[src/rtl/pal_line_padder.sv]
// pal_line_padder
//   Stretches the 262-line NTSC VDG field to a 312-line PAL field. It freezes
//   the VDG clock and emits synthetic blank lines in two places:
//     - TOP_LINES lines after the first Line24 rise of a field
//     - BOTTOM_LINES lines at the FSn falling edge
//
// Ports
//   CLK        system clock (14.318 MHz)
//   RST        asynchronous active-high reset
//   HSn        VDG horizontal sync (async, active low)
//   FSn        VDG field sync (async, active low)
//   Line24     line counter flag, high for lines 24-31, 56-63, ...
//   VdgClkEn   1 = VDG clock runs, 0 = VDG frozen
//   HSyncPadN  synthetic HSync (active low), meaningful while PadActive
//   PadActive  high during any padding line
//   PadLine    index of the current padding line
module pal_line_padder #(
    parameter int TOP_LINES    = 25,
    parameter int BOTTOM_LINES = 25,
    parameter int LINE_CLKS    = 912,
    parameter int HS_WIDTH     = 67
) (
    input  logic       CLK,
    input  logic       RST,
    input  logic       HSn,
    input  logic       FSn,
    input  logic       Line24,
    output logic       VdgClkEn,
    output logic       HSyncPadN,
    output logic       PadActive,
    output logic [5:0] PadLine
);

    // Parameter range checks, evaluated at elaboration
    if (TOP_LINES < 1 || TOP_LINES > 63) begin : g_bad_top
        $error("pal_line_padder: TOP_LINES out of range 1..63");
    end
    if (BOTTOM_LINES < 1 || BOTTOM_LINES > 63) begin : g_bad_bottom
        $error("pal_line_padder: BOTTOM_LINES out of range 1..63");
    end
    if (LINE_CLKS < 64 || LINE_CLKS > 1023) begin : g_bad_line
        $error("pal_line_padder: LINE_CLKS out of range 64..1023");
    end
    if (HS_WIDTH < 1 || HS_WIDTH >= LINE_CLKS) begin : g_bad_hs
        $error("pal_line_padder: HS_WIDTH out of range 1..LINE_CLKS-1");
    end

    localparam logic [9:0] LAST_CLK = 10'(LINE_CLKS - 1);
    localparam logic [9:0] HS_END   = 10'(HS_WIDTH);
    localparam logic [5:0] TOP_LAST = 6'(TOP_LINES - 1);
    localparam logic [5:0] BOT_LAST = 6'(BOTTOM_LINES - 1);

    typedef enum logic [2:0] {
        IDLE,
        ARMED,
        WAIT_FS,
        TOP_PAD,
        BOTTOM_PAD
    } state_t;

    state_t     state, state_next;
    logic       armed, armed_next;
    logic [9:0] clk_cnt;
    logic [5:0] pad_line;

    // Synchronisers. Bit [1] is the synchronised value. Bit [2] holds the
    // previous synchronised value and is used only for edge detection.
    logic [1:0] hsn_sync;
    logic [2:0] fsn_sync;
    logic [2:0] l24_sync;

    always_ff @(posedge CLK or posedge RST) begin
        if (RST) begin
            hsn_sync <= '1;
            fsn_sync <= '1;
            l24_sync <= '0;
        end else begin
            hsn_sync <= {hsn_sync[0], HSn};
            fsn_sync <= {fsn_sync[1:0], FSn};
            l24_sync <= {l24_sync[1:0], Line24};
        end
    end

    // Padding timing is generated locally, so synchronised HSn has no
    // consumer inside this block.
    logic unused_hsn;
    assign unused_hsn = hsn_sync[1];

    logic fs_rise, fs_fall, l24_rise;
    assign fs_rise  =  fsn_sync[1] & ~fsn_sync[2];
    assign fs_fall  = ~fsn_sync[1] &  fsn_sync[2];
    assign l24_rise =  l24_sync[1] & ~l24_sync[2];

    logic padding, line_end, last_line, pad_done;
    assign padding   = (state == TOP_PAD) || (state == BOTTOM_PAD);
    assign line_end  = (clk_cnt == LAST_CLK);
    assign last_line = (pad_line == ((state == TOP_PAD) ? TOP_LAST : BOT_LAST));
    assign pad_done  = padding && line_end && last_line;

    // State register
    always_ff @(posedge CLK or posedge RST) begin
        if (RST) begin
            state <= IDLE;
            armed <= 1'b0;
        end else begin
            state <= state_next;
            armed <= armed_next;
        end
    end

    // Next-state logic
    always_comb begin
        state_next = state;
        armed_next = armed;
        unique case (state)
            IDLE: begin
                if (fs_rise) begin
                    state_next = ARMED;
                    armed_next = 1'b1;
                end
            end
            ARMED: begin
                // A field sync wins over a simultaneous Line24 rise. If the
                // field ends before Line24 is seen, the top pad is skipped.
                if (fs_fall) begin
                    state_next = BOTTOM_PAD;
                    armed_next = 1'b0;
                end else if (l24_rise && armed) begin
                    state_next = TOP_PAD;
                    armed_next = 1'b0;
                end
            end
            WAIT_FS: begin
                if (fs_fall) state_next = BOTTOM_PAD;
            end
            TOP_PAD: begin
                if (pad_done) state_next = WAIT_FS;
            end
            BOTTOM_PAD: begin
                if (pad_done) state_next = IDLE;
            end
            default: state_next = IDLE;
        endcase
    end

    // Line and clock counters. Both are held at zero outside padding, so a
    // new pad always starts at line 0 with HSync low.
    always_ff @(posedge CLK or posedge RST) begin
        if (RST) begin
            clk_cnt  <= '0;
            pad_line <= '0;
        end else if (padding) begin
            if (line_end) begin
                clk_cnt  <= '0;
                pad_line <= last_line ? 6'd0 : pad_line + 6'd1;
            end else begin
                clk_cnt <= clk_cnt + 10'd1;
            end
        end else begin
            clk_cnt  <= '0;
            pad_line <= '0;
        end
    end

    // Outputs decode directly from state, so reset restores them without a
    // clock edge.
    always_comb begin
        VdgClkEn  = 1'b1;
        PadActive = 1'b0;
        HSyncPadN = 1'b1;
        if (padding) begin
            VdgClkEn  = 1'b0;
            PadActive = 1'b1;
            HSyncPadN = (clk_cnt >= HS_END);
        end
    end

    assign PadLine = pad_line;

endmodule

[config.mk]
export PLATFORM = sky130hd
export DESIGN_NAME = pal_line_padder
export DESIGN_NICKNAME = d
export VERILOG_FILES = /design/src/rtl/pal_line_padder.sv
export SDC_FILE = /design/constraint.sdc
export NUM_CORES = 1
export LEC_CHECK = 0
export BUFFER_PORTS_ARGS = -buffer_cell sky130_fd_sc_hd__buf_2
export CAP_MARGIN = 20
export CORE_MARGIN = 5
export CORE_UTILIZATION = 35
export DETAILED_ROUTE_END_ITERATION = 8
export GPL_TIMING_DRIVEN = 0
export PLACE_DENSITY = 0.54
export SYNTH_ARGS = -nofsm -noshare
export SYNTH_HDL_FRONTEND = slang
export SYNTH_SLANG_ARGS = --single-unit
[constraint.sdc]
create_clock -name CLK -period 1.7 [get_ports CLK]
set_input_delay 0.17 -clock CLK [delete_from_list [all_inputs] [get_ports CLK]]
set_output_delay 0.17 -clock CLK [all_outputs]
set_load 0.02 [all_outputs]
Word level (Yosys, flattened, before mapping)
Index checks and enable logic that the tools add are counted.
{"block": "word_totals", "regBits": 26, "inputBits": 5, "out_inout_bits": 9, "elab_cells": 54}
{"block": "op_classes", "n_addsub": 2, "magnitude_cmp": 1, "eq_ne": 12, "muxes": 19, "bitwise_logic": 6, "n_reduce_logical": 8}
{"operator": "two-way mux 10 bit", "count": 2}
{"operator": "two-way mux 3 bit", "count": 6}
{"operator": "two-way mux 6 bit", "count": 3}
{"operator": "one-hot mux 3 bit (5 select lines)", "count": 1}
{"operator": "adder 10 x 1 -> 10 bit (second input constant)", "count": 1}
{"operator": "equality test 10 bit (second input constant)", "count": 1}
{"operator": ">= comparator 10 x 7 -> 1 bit (second input constant)", "count": 1}
{"operator": "!= test 2 bit (second input constant)", "count": 4}
{"operator": "adder 6 x 1 -> 6 bit (second input constant)", "count": 1}
{"operator": "equality test 3 x 2 -> 1 bit (second input constant)", "count": 2}
{"operator": "equality test 6 x 5 -> 1 bit (second input constant)", "count": 1}
{"operator": "two-way mux 1 bit", "count": 6}
{"operator": "AND reduction 5 bit", "count": 1}
{"operator": "AND 1 bit", "count": 3}
{"operator": "equality test 3 x 1 -> 1 bit (second input constant)", "count": 1}
{"operator": "equality test 3 bit (second input constant)", "count": 1}
{"operator": "logical AND 1 bit", "count": 3}
{"operator": "zero test 3 bit", "count": 1}
{"operator": "!= test 3 bit (second input constant)", "count": 1}
{"operator": "inverter 1 bit", "count": 3}
{"operator": "AND reduction 3 bit", "count": 1}
{"operator": "!= test 2 x 1 -> 1 bit (second input constant)", "count": 1}
{"operator": "one-hot mux 1 bit (2 select lines)", "count": 1}
{"operator": "nonzero test 2 bit", "count": 1}
{"operator": "logical OR 1 bit", "count": 1}

Longest topological paths before layout
{"block": "depth", "ltp_word": 6, "depth_mapped": 6, "mapped_depth_nobuf": 5}

Worst setup path after synthesis
OpenSTA, ideal clock, no wires.
{"block": "synth_path", "path_kind": "register -> register", "start": "register clk_cnt[0]", "end": "register pad_line[5], in the netlist PadLine[5]", "setup_time_ns": 0.081, "arrival_ns": 1.745, "t_required_ns": 1.619, "setup_slack_ns": -0.126, "path_stages_with_launch": 6, "path_buffers": 0, "synth_period_minus_slack_ns": 1.826, "path_cell_list": "dfrtp_1 ha_1 nand3_2 or4_1 or4_1 a21oi_1"}
{"block": "synth_between", "elab_chain_len": 2}
{"element": "from (decl)", "line_no": "63", "text": "logic [9:0] clk_cnt;"}
{"element": "from (signal assigned)", "line_no": "157", "text": "clk_cnt <= clk_cnt + 10'd1;"}
{"element": "equality test 10 bit", "line_no": "96", "text": "assign line_end = (clk_cnt == LAST_CLK);"}
{"element": "!= test 2 x 1 -> 1 bit (no line)"}
{"element": "to (signal assigned)", "line_no": "155", "text": "pad_line <= last_line ? 6'd0 : pad_line + 6'd1;"}
{"element": "to (decl)", "line_no": "64", "text": "logic [5:0] pad_line;"}
No other way between the ends.
A chain may end at the register's enable or synchronous reset.

Final worst setup path
{"block": "layout_path", "start": "register clk_cnt[0]", "end": "output HSyncPadN"}
{"block": "layout_between", "elab_chain_len": 2}
{"element": ">= comparator 10 x 7 -> 1 bit", "line_no": "174", "text": "HSyncPadN = (clk_cnt >= HS_END);"}
{"element": "two-way mux 1 bit", "line_no": "171", "text": "if (padding) begin"}
{"element": "to (decl)", "line_no": "29", "text": "output logic HSyncPadN,"}
No other way between the ends.

==> reports/results.tsv <==
metric	value	unit
clock buffer depth	2	
Layout Skew	7.288	ps
Placer Congestion	0.7823	
failing checks	setup timing	
DRC viols	0	
post-route ant nets	0	
Setup violations, final	5	
Synth Instances	120	
worst-path fanout max	2	
Worst EP arrival	1760	ps
fin crit period	1930	ps
vias per cell	5.010	
synth warn	0	
Core Rows	21	
Commonest cells post-synth	dfrtp_1, nor2_1, nand2_1	
largest net degree at the start of global routing	27	
Post-Syn Nets	128	
number of synthesized flops with an enable pin	0	
CP max-delay cell	or4_1	
Total GRT Usage	0.1158	
critical path class	flip-flop to output port	
Max Cap Viol	0	
unrepaired setup endpoints after global routing	yes	
worst slew pin tran	496.0	ps
Synth Flop Type	dfrtp_1	
CP Launch Type	flip-flop	
number of antenna violations at the first check in global routing	0	
status	finished, violations left	
pwr/cell area	962.4	nW/um^2
die area	4725	um^2
ANT cells	0	
vias in the first global route	912	
share of async-settable or async-resettable flops after synthesis	1.000	
later-pin clock latency in the skew report	330	ps
synthesized area	1207	um^2
setup ws final	-229.8	ps
detailed placement HPWL	1585	um
CP top delay family	simple AND/OR/NAND/NOR gates	
Critical Path Max Stage Delay	460	ps
Yosys reg bits	26	
most area-hungry cell type in the Yosys netlist	dfrtp_1	
Synth top area share	0.4767	
Initial DRC Count	43	
Min-Delay Path Class	flip-flop to flip-flop	
leakage power	0.0006280	uW
count leader, synth	dfrtp_1	
CTS buffer count	3	
post-synthesis sequential area ratio	0.5420	
Post-DP Area	1341	um^2
final hold viol count	0	
final WL	2438	um
WP buf/inv	1	
fin nets	154	
post-route cell area	1540	um^2
core area	3337	um^2
ranking of synthesized cells by area	dfrtp_1, dfstp_2, nor2_1, xnor2_1, ha_1	
setup tns final	-800.6	ps
first-pass GRT wire length	4160	um
slew margin rel.	0.6690	
Initial Utilization	0.3618	
worst-case vdd ir drop	313.1	uV
IO Pins	14	
DRT Pass-1 Iters	4	
Hold WS	367.1	ps
Max Slew Vio Count	0	
Area Growth Syn to Fin	27.56	%
TritonCTS clock tree	done	
CTS Sinks	26	
final critical-path share of the clock period	1.135	
Worst-path clk slew	140	ps
post-synthesis cell type count	33	
Wirelength per Cell	12.76	um
critical path required time	1530	ps
CP Capture Type	output port	
I/O Buffers	12	
Die Height	68.74	um
H-tree depth	1	
Achievable Freq	518.2	MHz
grt ovf	0	
width of the chip	68.74	um
critical path, cell by cell	ha_4 -> or4_1 -> o21ai_1 -> nand3_1 -> buf_6	
layout cells sized above 1	0.3034	
via count	957	
mean post-synth cell area	10.06	um^2
Root Buffer	clkbuf_4	
-- cell usage in the layout, fill, tap and decap left out, types with 3 or more instances in the layout --
cell,instances
nor2b_1,3
and3_1,3
dfrtp_1,19
a21oi_1,5
o21ai_0,5
buf_4,7
dfstp_2,3
dfrtp_2,4
xor2_1,3
clkbuf_4,3
nor2_1,15
nand3_1,7
buf_2,11
dlygate4sd3_1,3
nand2_1,9
xnor2_1,5
-- metal layers --
layer / GRT usage / vias up / wire length, um
li1: - / 470 / -
met3: 0.02107 / 4 / 100
met4: 0.04866 / 0 / 31
met1: 0.1486 / 468 / 1177
met2: 0.1907 / 15 / 1129
met5: 0 / - / 0
-- flip-flops by register name (all words and copies together), names as in the netlist --
register / count
clk_cnt: 10
PadLine: 6
fsn_sync: 3
l24_sync: 3
state: 3
armed: 1
-- logic make-up after synthesis --
group | Yosys count | synth area share
and+or+nand+nor | 53 | 0.2290
DFF | 26 | 0.5420
AOI/OAI and AO/OA | 23 | 0.1171
xor gates and xnor gates | 8 | 0.05803
buffers and inverters | 7 | 0.02279
adders and majority gates | 3 | 0.03109
-- worst reg2reg max path: stages (launching register included) --
cell and delay, ps:
dfrtp_1 440, nand4b_1 270, or4_4 550, or4_1 470, a21oi_1 130
-- path summary, 6_finish.rpt --
| path | from | to | slack [ps] | depth (start not counted) |
|---|---|---|---|---|
| worst max register to register | clk_cnt[6] | PadLine[5] | -220 | 4 |
| worst max-delay path | clk_cnt[0] | HSyncPadN | -230 | 5 |
| worst min register to register | fsn_sync[0] | fsn_sync[1] | 370 | 0 |
| worst min-delay path | fsn_sync[0] | fsn_sync[1] | 370 | 0 |
| max in group asynchronous | RST | fsn_sync[2] | 780 | 4 |
| min in group asynchronous | RST | clk_cnt[8] | 380 | 3 |
-- layout make-up --
class                   count  area, um^2
multi-input cells          87       584.3
repair buffers             23       176.4
flip-flops and latches     26       659.4
plain buffers               1       11.26
well taps                  46       57.56
fillers                   326        1797
clock buffers               4       36.28
inverters                   4       15.01
-- what timing repair did --
action,4_1_cts,5_1_grt
resized for setup,11,8
pin swaps,4,1
hold buffers,2,1
endpoints found under the setup margin,17,19
hold endpoints to repair,2,10
buffers inserted,4,2
cloned,1,0
-- where the power goes --
part,internal (uW),switching (uW)
sequential,683,57.8
clock,131,192
combinational,179,240
-- per-stage QoR --
stage	power [uW]	cells	util	worst slack, ps
finish	1482	191	0.4616	-229.8
floorplan	964.7	120	-	-1.251
detailed placement	1070	178	0.4020	-127.0
CTS	1441	188	0.4368	-255.4
global placement	1059	178	0.4020	-119.4
global route	1577	191	0.4616	-347.7
Note: power is estimated with default switching activity, not from simulation.
